File: src/rtl/pause_arb_pkg.sv
// Shared FSM encoding and default timing constants for the pause / hiscore RAM arbiter.
// Pure type/constant package; no logic, no latency, no backpressure.
package pause_arb_pkg;

  typedef enum logic [1:0] {
    IDLE    = 2'd0,
    HALT    = 2'd1,
    GRANT   = 2'd2,
    RELEASE = 2'd3
  } arb_state_t;

  localparam int          SETTLE_CNT_W      = 8;
  localparam int          DEF_SETTLE_CYCLES = 16;
  localparam logic [31:0] DEF_DIM_CYCLES    = 32'h0ABA9500;

endpackage

File: src/rtl/pause_dim_timer.sv
// User pause toggle (inverts one clock after a button rising edge) and the long-pause dim timer.
// No backpressure; the timer exists only with PAUSE_DIM_EN defined, otherwise dim_video is tied 0.
module pause_dim_timer
  import pause_arb_pkg::*;
#(
  parameter logic [31:0] DIM_CYCLES = DEF_DIM_CYCLES
) (
  input  logic clk_sys,
  input  logic reset_n,
  input  logic pause_btn,
  output logic user_paused,
  output logic dim_video
);

  logic r_btn_q;
  logic r_toggle;
  logic w_toggle_nxt;

  assign w_toggle_nxt = r_toggle ^ (pause_btn & ~r_btn_q);

  always_ff @(posedge clk_sys or negedge reset_n) begin
    if (!reset_n) begin
      r_btn_q  <= 1'b0;
      r_toggle <= 1'b0;
    end else begin
      r_btn_q  <= pause_btn;
      r_toggle <= w_toggle_nxt;
    end
  end

  assign user_paused = r_toggle;

`ifdef PAUSE_DIM_EN
  logic [31:0] r_dim_cnt;

  // Clearing on the next-toggle value drops dim_video together with the toggle.
  always_ff @(posedge clk_sys or negedge reset_n) begin
    if (!reset_n) begin
      r_dim_cnt <= 32'd0;
    end else if (!w_toggle_nxt) begin
      r_dim_cnt <= 32'd0;
    end else if (r_toggle && (r_dim_cnt < DIM_CYCLES)) begin
      r_dim_cnt <= r_dim_cnt + 32'd1;
    end
  end

  assign dim_video = (r_dim_cnt >= DIM_CYCLES);
`else
  logic w_unused_dim;
  assign w_unused_dim = ^DIM_CYCLES;
  assign dim_video    = 1'b0;
`endif

endmodule

File: src/rtl/pause_hs_arbiter.sv
// Pause merge and work-RAM arbiter between core CPU and hiscore engine; grant SETTLE_CYCLES+1 clks after hs_req.
// Level handshake, no backpressure: hs_req is held for the transfer; optional dimming under PAUSE_DIM_EN.
module pause_hs_arbiter
  import pause_arb_pkg::*;
#(
  parameter int          ADDR_W        = 16,
  parameter int          SETTLE_CYCLES = DEF_SETTLE_CYCLES,
  parameter logic [31:0] DIM_CYCLES    = DEF_DIM_CYCLES
) (
  input  logic              clk_sys,
  input  logic              reset_n,
  input  logic              pause_btn,
  input  logic              osd_open,
  input  logic              osd_pause_en,
  input  logic              hs_req,
  output logic              hs_grant,
  input  logic [ADDR_W-1:0] hs_addr,
  input  logic              hs_we,
  input  logic [7:0]        hs_wdata,
  input  logic [ADDR_W-1:0] cpu_addr,
  input  logic              cpu_we,
  input  logic [7:0]        cpu_wdata,
  output logic [ADDR_W-1:0] ram_addr,
  output logic              ram_we,
  output logic [7:0]        ram_wdata,
  output logic              pause,
  output logic              dim_video,
  output logic              user_paused
);

  localparam logic [SETTLE_CNT_W-1:0] SETTLE_LOAD = SETTLE_CNT_W'(SETTLE_CYCLES - 1);

  arb_state_t              r_state;
  logic [SETTLE_CNT_W-1:0] r_settle_cnt;
  logic                    r_hs_grant;
  logic                    r_busy;
  logic                    w_user_paused;

  // Settle runs even when another source already pauses, so grant timing never varies.
  always_ff @(posedge clk_sys or negedge reset_n) begin
    if (!reset_n) begin
      r_state      <= IDLE;
      r_settle_cnt <= '0;
      r_hs_grant   <= 1'b0;
      r_busy       <= 1'b0;
    end else begin
      case (r_state)
        IDLE: begin
          if (hs_req) begin
            r_state      <= HALT;
            r_settle_cnt <= SETTLE_LOAD;
            r_busy       <= 1'b1;
          end
        end
        HALT: begin
          if (!hs_req) begin
            r_state <= RELEASE;
          end else if (r_settle_cnt == '0) begin
            r_state    <= GRANT;
            r_hs_grant <= 1'b1;
          end else begin
            r_settle_cnt <= r_settle_cnt - SETTLE_CNT_W'(1);
          end
        end
        GRANT: begin
          if (!hs_req) begin
            r_state    <= RELEASE;
            r_hs_grant <= 1'b0;
          end
        end
        RELEASE: begin
          r_state <= IDLE;
          r_busy  <= 1'b0;
        end
        default: begin
          r_state    <= IDLE;
          r_hs_grant <= 1'b0;
          r_busy     <= 1'b0;
        end
      endcase
    end
  end

  pause_dim_timer #(
    .DIM_CYCLES (DIM_CYCLES)
  ) u_dim_timer (
    .clk_sys     (clk_sys),
    .reset_n     (reset_n),
    .pause_btn   (pause_btn),
    .user_paused (w_user_paused),
    .dim_video   (dim_video)
  );

  assign hs_grant    = r_hs_grant;
  assign user_paused = w_user_paused;
  assign pause       = r_busy | w_user_paused | (osd_open & osd_pause_en);

  assign ram_addr  = r_hs_grant ? hs_addr  : cpu_addr;
  assign ram_we    = r_hs_grant ? hs_we    : cpu_we;
  assign ram_wdata = r_hs_grant ? hs_wdata : cpu_wdata;

endmodule

File: config.mk
export PLATFORM = sky130hd
export DESIGN_NAME = pause_hs_arbiter
export DESIGN_NICKNAME = d
export VERILOG_FILES = /design/src/rtl/pause_arb_pkg.sv /design/src/rtl/pause_dim_timer.sv /design/src/rtl/pause_hs_arbiter.sv
export SDC_FILE = /design/constraint.sdc
export NUM_CORES = 1
export LEC_CHECK = 0
export CORE_ASPECT_RATIO = 0.7
export CORE_UTILIZATION = 52
export DETAILED_ROUTE_END_ITERATION = 16
export DONT_BUFFER_PORTS = 1
export PLACE_DENSITY = 0.66
export SLEW_MARGIN = 20
export SYNTH_ARGS = -nofsm -noshare
export SYNTH_HDL_FRONTEND = slang
export SYNTH_SLANG_ARGS = --single-unit
File: constraint.sdc
create_clock -name clk_sys -period 2.48 [get_ports clk_sys]
set_input_delay 0.372 -clock clk_sys [delete_from_list [all_inputs] [get_ports clk_sys]]
set_output_delay 0.372 -clock clk_sys [all_outputs]
set_load 0.1 [all_outputs]
==> results of run 1 <==
[placed cells by master, fill, tap and decap left out, types with 2 or more instances in the layout]
| cell | n |
|---|---|
| buf_4 | 3 |
| nor3_1 | 2 |
| mux2_2 | 25 |
| o21ai_0 | 4 |
| a31oi_1 | 3 |
| a211oi_1 | 2 |
| ha_1 | 6 |
| a21oi_1 | 3 |
| clkbuf_4 | 3 |
| nor2_1 | 9 |
| mux2i_1 | 3 |
| nand2_1 | 7 |
| inv_1 | 5 |
| nand2b_1 | 2 |
| and4_1 | 2 |
| dfrtp_1 | 13 |
[through the flow]
| stage | hold slack (ps) | instances |
|---|---|---|
| 2_1_floorplan | 76.4 | 117 |
| 3_3_place_gp | 76.8 | 145 |
| 3_5_place_dp | 76.8 | 145 |
| 4_1_cts | 103 | 150 |
| 5_1_grt | 89.2 | 150 |
| 6_report | 113 | 150 |
[final timing paths]
kind,to,slack [ps]
setup / recovery,ram_wdata[0],470
hold / removal,u_dim_timer.r_btn_q$_DFF_PN0_,110
setup reg to reg,r_settle_cnt[6]$_DFFE_PN0P_,480
hold reg to reg,u_dim_timer.user_paused$_DFF_PN0_,530
max in group asynchronous,hs_grant$_DFFE_PN0P_,1480
min in group asynchronous,r_state[1]$_DFFE_PN0P_,540
[registers in the layout, summed over array words and instances, names as in the netlist]
| name | cells |
|---|---|
| u_dim_timer.user_paused | 1 |
| r_state | 2 |
| u_dim_timer.r_btn_q | 1 |
| r_settle_cnt | 8 |
| r_busy | 1 |
| hs_grant | 1 |
[kinds of logic after synthesis]
| family | synth area share (%) |
|---|---|
| AO/OA/AOI/OAI | 14.7 |
| XOR/XNOR | 0.744 |
| adder cells (fa/ha/maj) | 6.38 |
| buffers and inverters | 5.21 |
| flip-flops | 29.8 |
| multiplexers | 27.4 |
| other | 0.319 |
| AND/OR/NAND/NOR | 15.5 |
[cell type report]
cell class                 instances  area, um2  share of cell area (%)
clock buffer                       4       26.3                    2.13
sequential                        14        352                    28.5
timing repair buffer               4       32.5                    2.63
tap                               32       40.0                    3.24
inverter                           5       18.8                    1.52
multi-input combinational         91        766                    62.0
[layer usage]
metal | routed length (um) | global-route usage [%] | vias up
li1 | - | - | 438
met1 | 1240 | 32.4 | 452
met2 | 1170 | 29.3 | 45
met3 | 180 | 5.61 | 2
met4 | 8 | 2.86 | 0
met5 | 0 | 0 | -
[Yosys cell counts (2+ instances only)]
| master | instances | area share [%] |
|---|---|---|
| ha_1 | 6 | 6.4 |
| nor3_1 | 2 | 0.85 |
| mux2_2 | 25 | 24 |
| inv_1 | 5 | 1.6 |
| nand2b_1 | 2 | 1.1 |
| and4_1 | 2 | 1.5 |
| a21oi_1 | 3 | 1.3 |
| nand2_1 | 7 | 2.2 |
| buf_2 | 4 | 1.7 |
| mux2i_1 | 3 | 2.6 |
| a31oi_1 | 3 | 1.6 |
| dfrtp_1 | 14 | 30 |
| o21ai_0 | 4 | 1.7 |
| a211oi_1 | 2 | 1.3 |
| nor2_1 | 9 | 2.9 |
==> reports/results.ini, run 1 <==
[critical_path]
worstSetupStartpoint=hs_grant$_DFFE_PN0P_
path_max_fanout=28
slowest_delay_ps=720
path_cells=mux2_2
start_kind=register
worst-path-stages=1
crit_path_end_kind=output pin
crit_arrival_ps=1640
worst-r2r-cell-count=6
critPathTopFamily=flip-flops
crit_buf_inv=0
slowest_stage=dfrtp_2
worstPathRequired_ps=2110
critPathKind=reg2out
rr_startpoint=r_state[0]$_DFFE_PN0P_

[layout]
fillCellCount=194
final_util_pct=57.8
design_area_um2=1230
drive_above_1_share_pct=32.2
nets=181
num_antenna_cells=0
area_growth_pct=4.89

[synthesis]
yosys_warnings=0
netlist_instances=117
synth_seq_cells=14
synth_cell_types=41
syn-cell-area_um2=1180
avgSynthCellArea_um2=10.1
async_flop_share_pct=100
yosys_most_used_dff=dfrtp_1
synth_enable_flop_cells=0
yosysSeqAreaShare_pct=29.8
synth_nets=179

[floorplanning]
die_x_um=58.9
rows=14
die_h_um=41.8
dieArea_um2=2460
start_util_pct=55.1
core-area_um2=2140
ios=85

[run_status]
status=finished clean

[cts]
cts_resized=0
clk_latency_ps=290
clkSlewWorstSetupHoldPaths_ps=80
post_cts_buffers=0
root_buffer=clkbuf_4
cts_inserted_buffers=3
cts_tree=done
cts.sinks=14
htree_levels=1
cts_buffer_depth=2
ctsHoldBuffers=1

[grt]
overflow=0
grt_pass1_wl_mm=3.74
antenna_found_initial=0
grt_pass1_vias=765
track_usage_pct=20.9
grt_max_degree=29

[drt]
num_vias=937
via_per_inst=6.25
drc_errors=0
drtIter0Drc=46
drt-total-wl_mm=2.59
dr.pass1.iters=4
wl_per_cell_um=17.3
route.antenna.remaining_nets=0

[timing]
fin_crit_ps=2010
worst_slew_pin_slew_ps=638
timing.final.crit_share_pct=81.0
fin_skew_ps=8.18
setup-tns-final_ps=0
setup_viol=0
final-hold-violation-count=0
slew-limit-headroom_pct=57.3
grt_setup_unrepaired=no
max_freq_mhz=498
finalMaxSlewViolations=0
timing.final.ws_setup_ps=470

[hold_path]
hp-class=in2reg
holdPathStages=0
worstHoldStart=pause_btn

[placement]
dp_hpwl_mm=2.10
placed_area_um2=1200
dp_slack_ps=530
gp_congestion=0.843
io_buffers=0

[flow_run]
maxCapViolCount=0

Power of run 1 is left out: the tool's default activity adds up to more than one toggle a clock period on the data nets, which glitch-free logic cannot reach.
==> run 2, diff against run 1 <==
Settings changed: ABC_AREA set to 1, PLACE_DENSITY 0.66 to 0.69.
Clock period 2.48 ns to 1.84 ns, I/O delays scaled along.
==> run 2 against run 1 <==
Effect of this change: register-to-register slack worse by 90 ps; setup slack worse by 370 ps; sequential share of layout area down 6.9 points; area after synthesis grew 6.0%; routed wire length is 21% higher; critical endpoint is now ram_addr[8]; core utilization is 17 points higher; global-route usage rose by 3.6 points; synthesized cell count increased by 67%; via count is 34% higher; hold slack improved by 41 ps.
==> reports/results.ini, run 2 <==
[run_status]
status=finished clean

[synthesis]
yosysSeqAreaShare_pct=28.1  ; -1.7 points
yosys-top-cells-count=nand2_1, inv_1, dfrtp_1, nand3_1, nor2_1
synth_cell_types=31  ; -24%
yosys.area_share.simple_pct=46.3  ; +31 points
syn-cell-area_um2=1250  ; +6.0%
synth_adder_area_share_pct=6.02  ; -0.36 points
synth-xor-area-share_pct=1.40  ; +0.66 points
async_flop_share_pct=100  ; unchanged
synth_seq_cells=14  ; unchanged
avgSynthCellArea_um2=6.40  ; -36%
yosys.area.top_type_share_pct=30.1  ; +0.33 points
synth_area_leaders=nand2_1, dfrtp_1, ha_1
yosys_warnings=0  ; unchanged
yosys.area.top_type=nand2_1
yosysMostFrequentCell=nand2_1
synth-compound-area-share_pct=9.63  ; -5.0 points
synth_top_family_by_area=simple AND/OR/NAND/NOR gates
synth_nets=257  ; +44%
yosys_most_used_dff=dfrtp_1
synth.area.mux_share_pct=0  ; -27 points
synth_enable_flop_cells=0  ; unchanged
netlist_instances=195  ; +67%

[critical_path]
rr_startpoint=r_settle_cnt[1]$_DFFE_PN0P_
crit_arrival_ps=1460  ; -180 ps
crit_path_end=ram_addr[8]
timing.rr.end=r_settle_cnt[6]$_DFFE_PN0P_
worstPathRequired_ps=1560  ; -550 ps
ff2ff_setup_slack_ps=390  ; -90 ps
path_max_fanout=26  ; -7.1%
crit_path_end_kind=output pin
worst-r2r-cell-count=8  ; +2
start_kind=register
critPathKind=reg2out
worstSetupStartpoint=hs_grant$_DFFE_PN0P_

[placement]
dp_hpwl_mm=2.59  ; +23%
gp_congestion=0.841  ; -0.19%
io_buffers=0  ; unchanged

[cts]
cts_buffer_depth=2  ; unchanged
clkSlewWorstSetupHoldPaths_ps=90  ; about the same
post_cts_buffers=0  ; unchanged
root_buffer=clkbuf_4
cts_inserted_buffers=3  ; unchanged
htree_levels=1  ; unchanged
cts_tree=done
cts.sinks=14  ; unchanged
clk_latency_ps=290  ; about the same

[grt]
grt_pass1_vias=1132  ; +48%
track_usage_pct=24.4  ; +3.6 points
antenna_found_initial=0  ; unchanged
grt_max_degree=27  ; -6.9%
grt_pass1_wl_mm=4.66  ; +25%
overflow=0  ; unchanged

[timing]
final-hold-violation-count=0  ; unchanged
worst_slew_pin_slew_ps=671  ; +32.8 ps
setup-tns-final_ps=0  ; unchanged
fin_skew_ps=2.15  ; -6.02 ps
grt_setup_unrepaired=no
setup_viol=0  ; unchanged
max_freq_mhz=576
fin_crit_ps=1730
slew-limit-headroom_pct=55.1  ; -2.2 points
timing.final.crit_share_pct=94.3
finalMaxSlewViolations=0  ; unchanged

[flow_run]
maxCapViolCount=0  ; unchanged

[layout]
fillCellCount=171  ; -12%
largest_reg_flops=8  ; unchanged
final_cell_mix=nand2_1, nand2_4, inv_1
multi_input_area_um2=953  ; +25%
top_register=r_settle_cnt
area_growth_pct=31.7
largestRegisters=r_settle_cnt x8, r_state x2
final_util_pct=74.4  ; +17 points
nets=268  ; +48%
regArea_um2=354  ; +0.71%
drive_above_1_share_pct=27.8  ; -4.4 points
final_common_cell=nand2_1
num_antenna_cells=0  ; unchanged

[hold_path]
hp-class=in2reg

[drt]
drtIter0Drc=34  ; -26%
via_per_inst=5.30  ; -15%
num_vias=1257  ; +34%
wl_per_cell_um=13.2  ; -24%
route.antenna.remaining_nets=0  ; unchanged
dr.pass1.iters=4  ; unchanged
drc_errors=0  ; unchanged
drt-total-wl_mm=3.14  ; +21%

[floorplanning]
core-area_um2=2210  ; +3.3%
die_h_um=43.0  ; +2.8%
die_x_um=60.5  ; +2.8%
start_util_pct=56.5  ; +1.4 points
ios=85  ; unchanged
dieArea_um2=2600  ; +5.7%
rows=14  ; unchanged

## run 2: through the flow
stage                     area, um2  setup slack (ps)  instances  hold slack, ps
after detailed placement       1590              95.1        231           -19.2
after CTS                      1640              92.6        237             149
after floorplan                1410             -20.0        195           -19.6
final                          1640               105        237             154
after global placement         1590               164        231           -19.3
after global routing           1640              26.1        237             152
## run 2: layer usage
layer / global-route usage, % / up-vias / wire length [um]
met2: 44.6 / 62 / 1540
met1: 27.3 / 572 / 1280
met4: 5.91 / 0 / 37
met5: 0 / - / 0
li1: - / 619 / -
met3: 7.32 / 4 / 273
## run 2: kinds of logic after synthesis
logic type,Yosys count
compound gates,17
xor+xnor,2
fa+ha+maj,6
buf+inv,25
flops,14
other cells,1
simple gates,130
## run 2: how the worst min path moves through the flow
stage / start / endpoint / slack, ps / depth (start not counted)
floorplan: reset_n / r_busy$_DFFE_PN0P_ / -20 / 0
global placement: reset_n / r_settle_cnt[5]$_DFFE_PN0P_ / -20 / 0
detailed placement: reset_n / r_settle_cnt[5]$_DFFE_PN0P_ / -20 / 0
CTS: pause_btn / u_dim_timer.user_paused$_DFF_PN0_ / 150 / 2
global route: pause_btn / u_dim_timer.user_paused$_DFF_PN0_ / 150 / 2
finish: pause_btn / u_dim_timer.user_paused$_DFF_PN0_ / 150 / 2
## run 2: worst max-delay path, cell delays in order, from the launching register on
cell      delay, ps
dfrtp_4         490
clkinv_2        240
nand2_1         160
nand2_4         270
## run 2: final cells by class
| type | count | share of cell area (%) |
|---|---|---|
| Multi-Input combinational cell | 156 | 58.0 |
| Clock buffer | 4 | 2.21 |
| Inverter | 18 | 4.19 |
| Tap cell | 32 | 2.44 |
| Timing Repair Buffer | 13 | 11.6 |
| Sequential cell | 14 | 21.6 |
## run 2: repair_timing
action | CTS | global route
setup endpoints to repair | 25 | 0
hold buffers | 2 | 0
gates resized for setup | 1 | 0
endpoints found under the hold margin | 15 | 0
Power of run 2 is left out for the same reason.
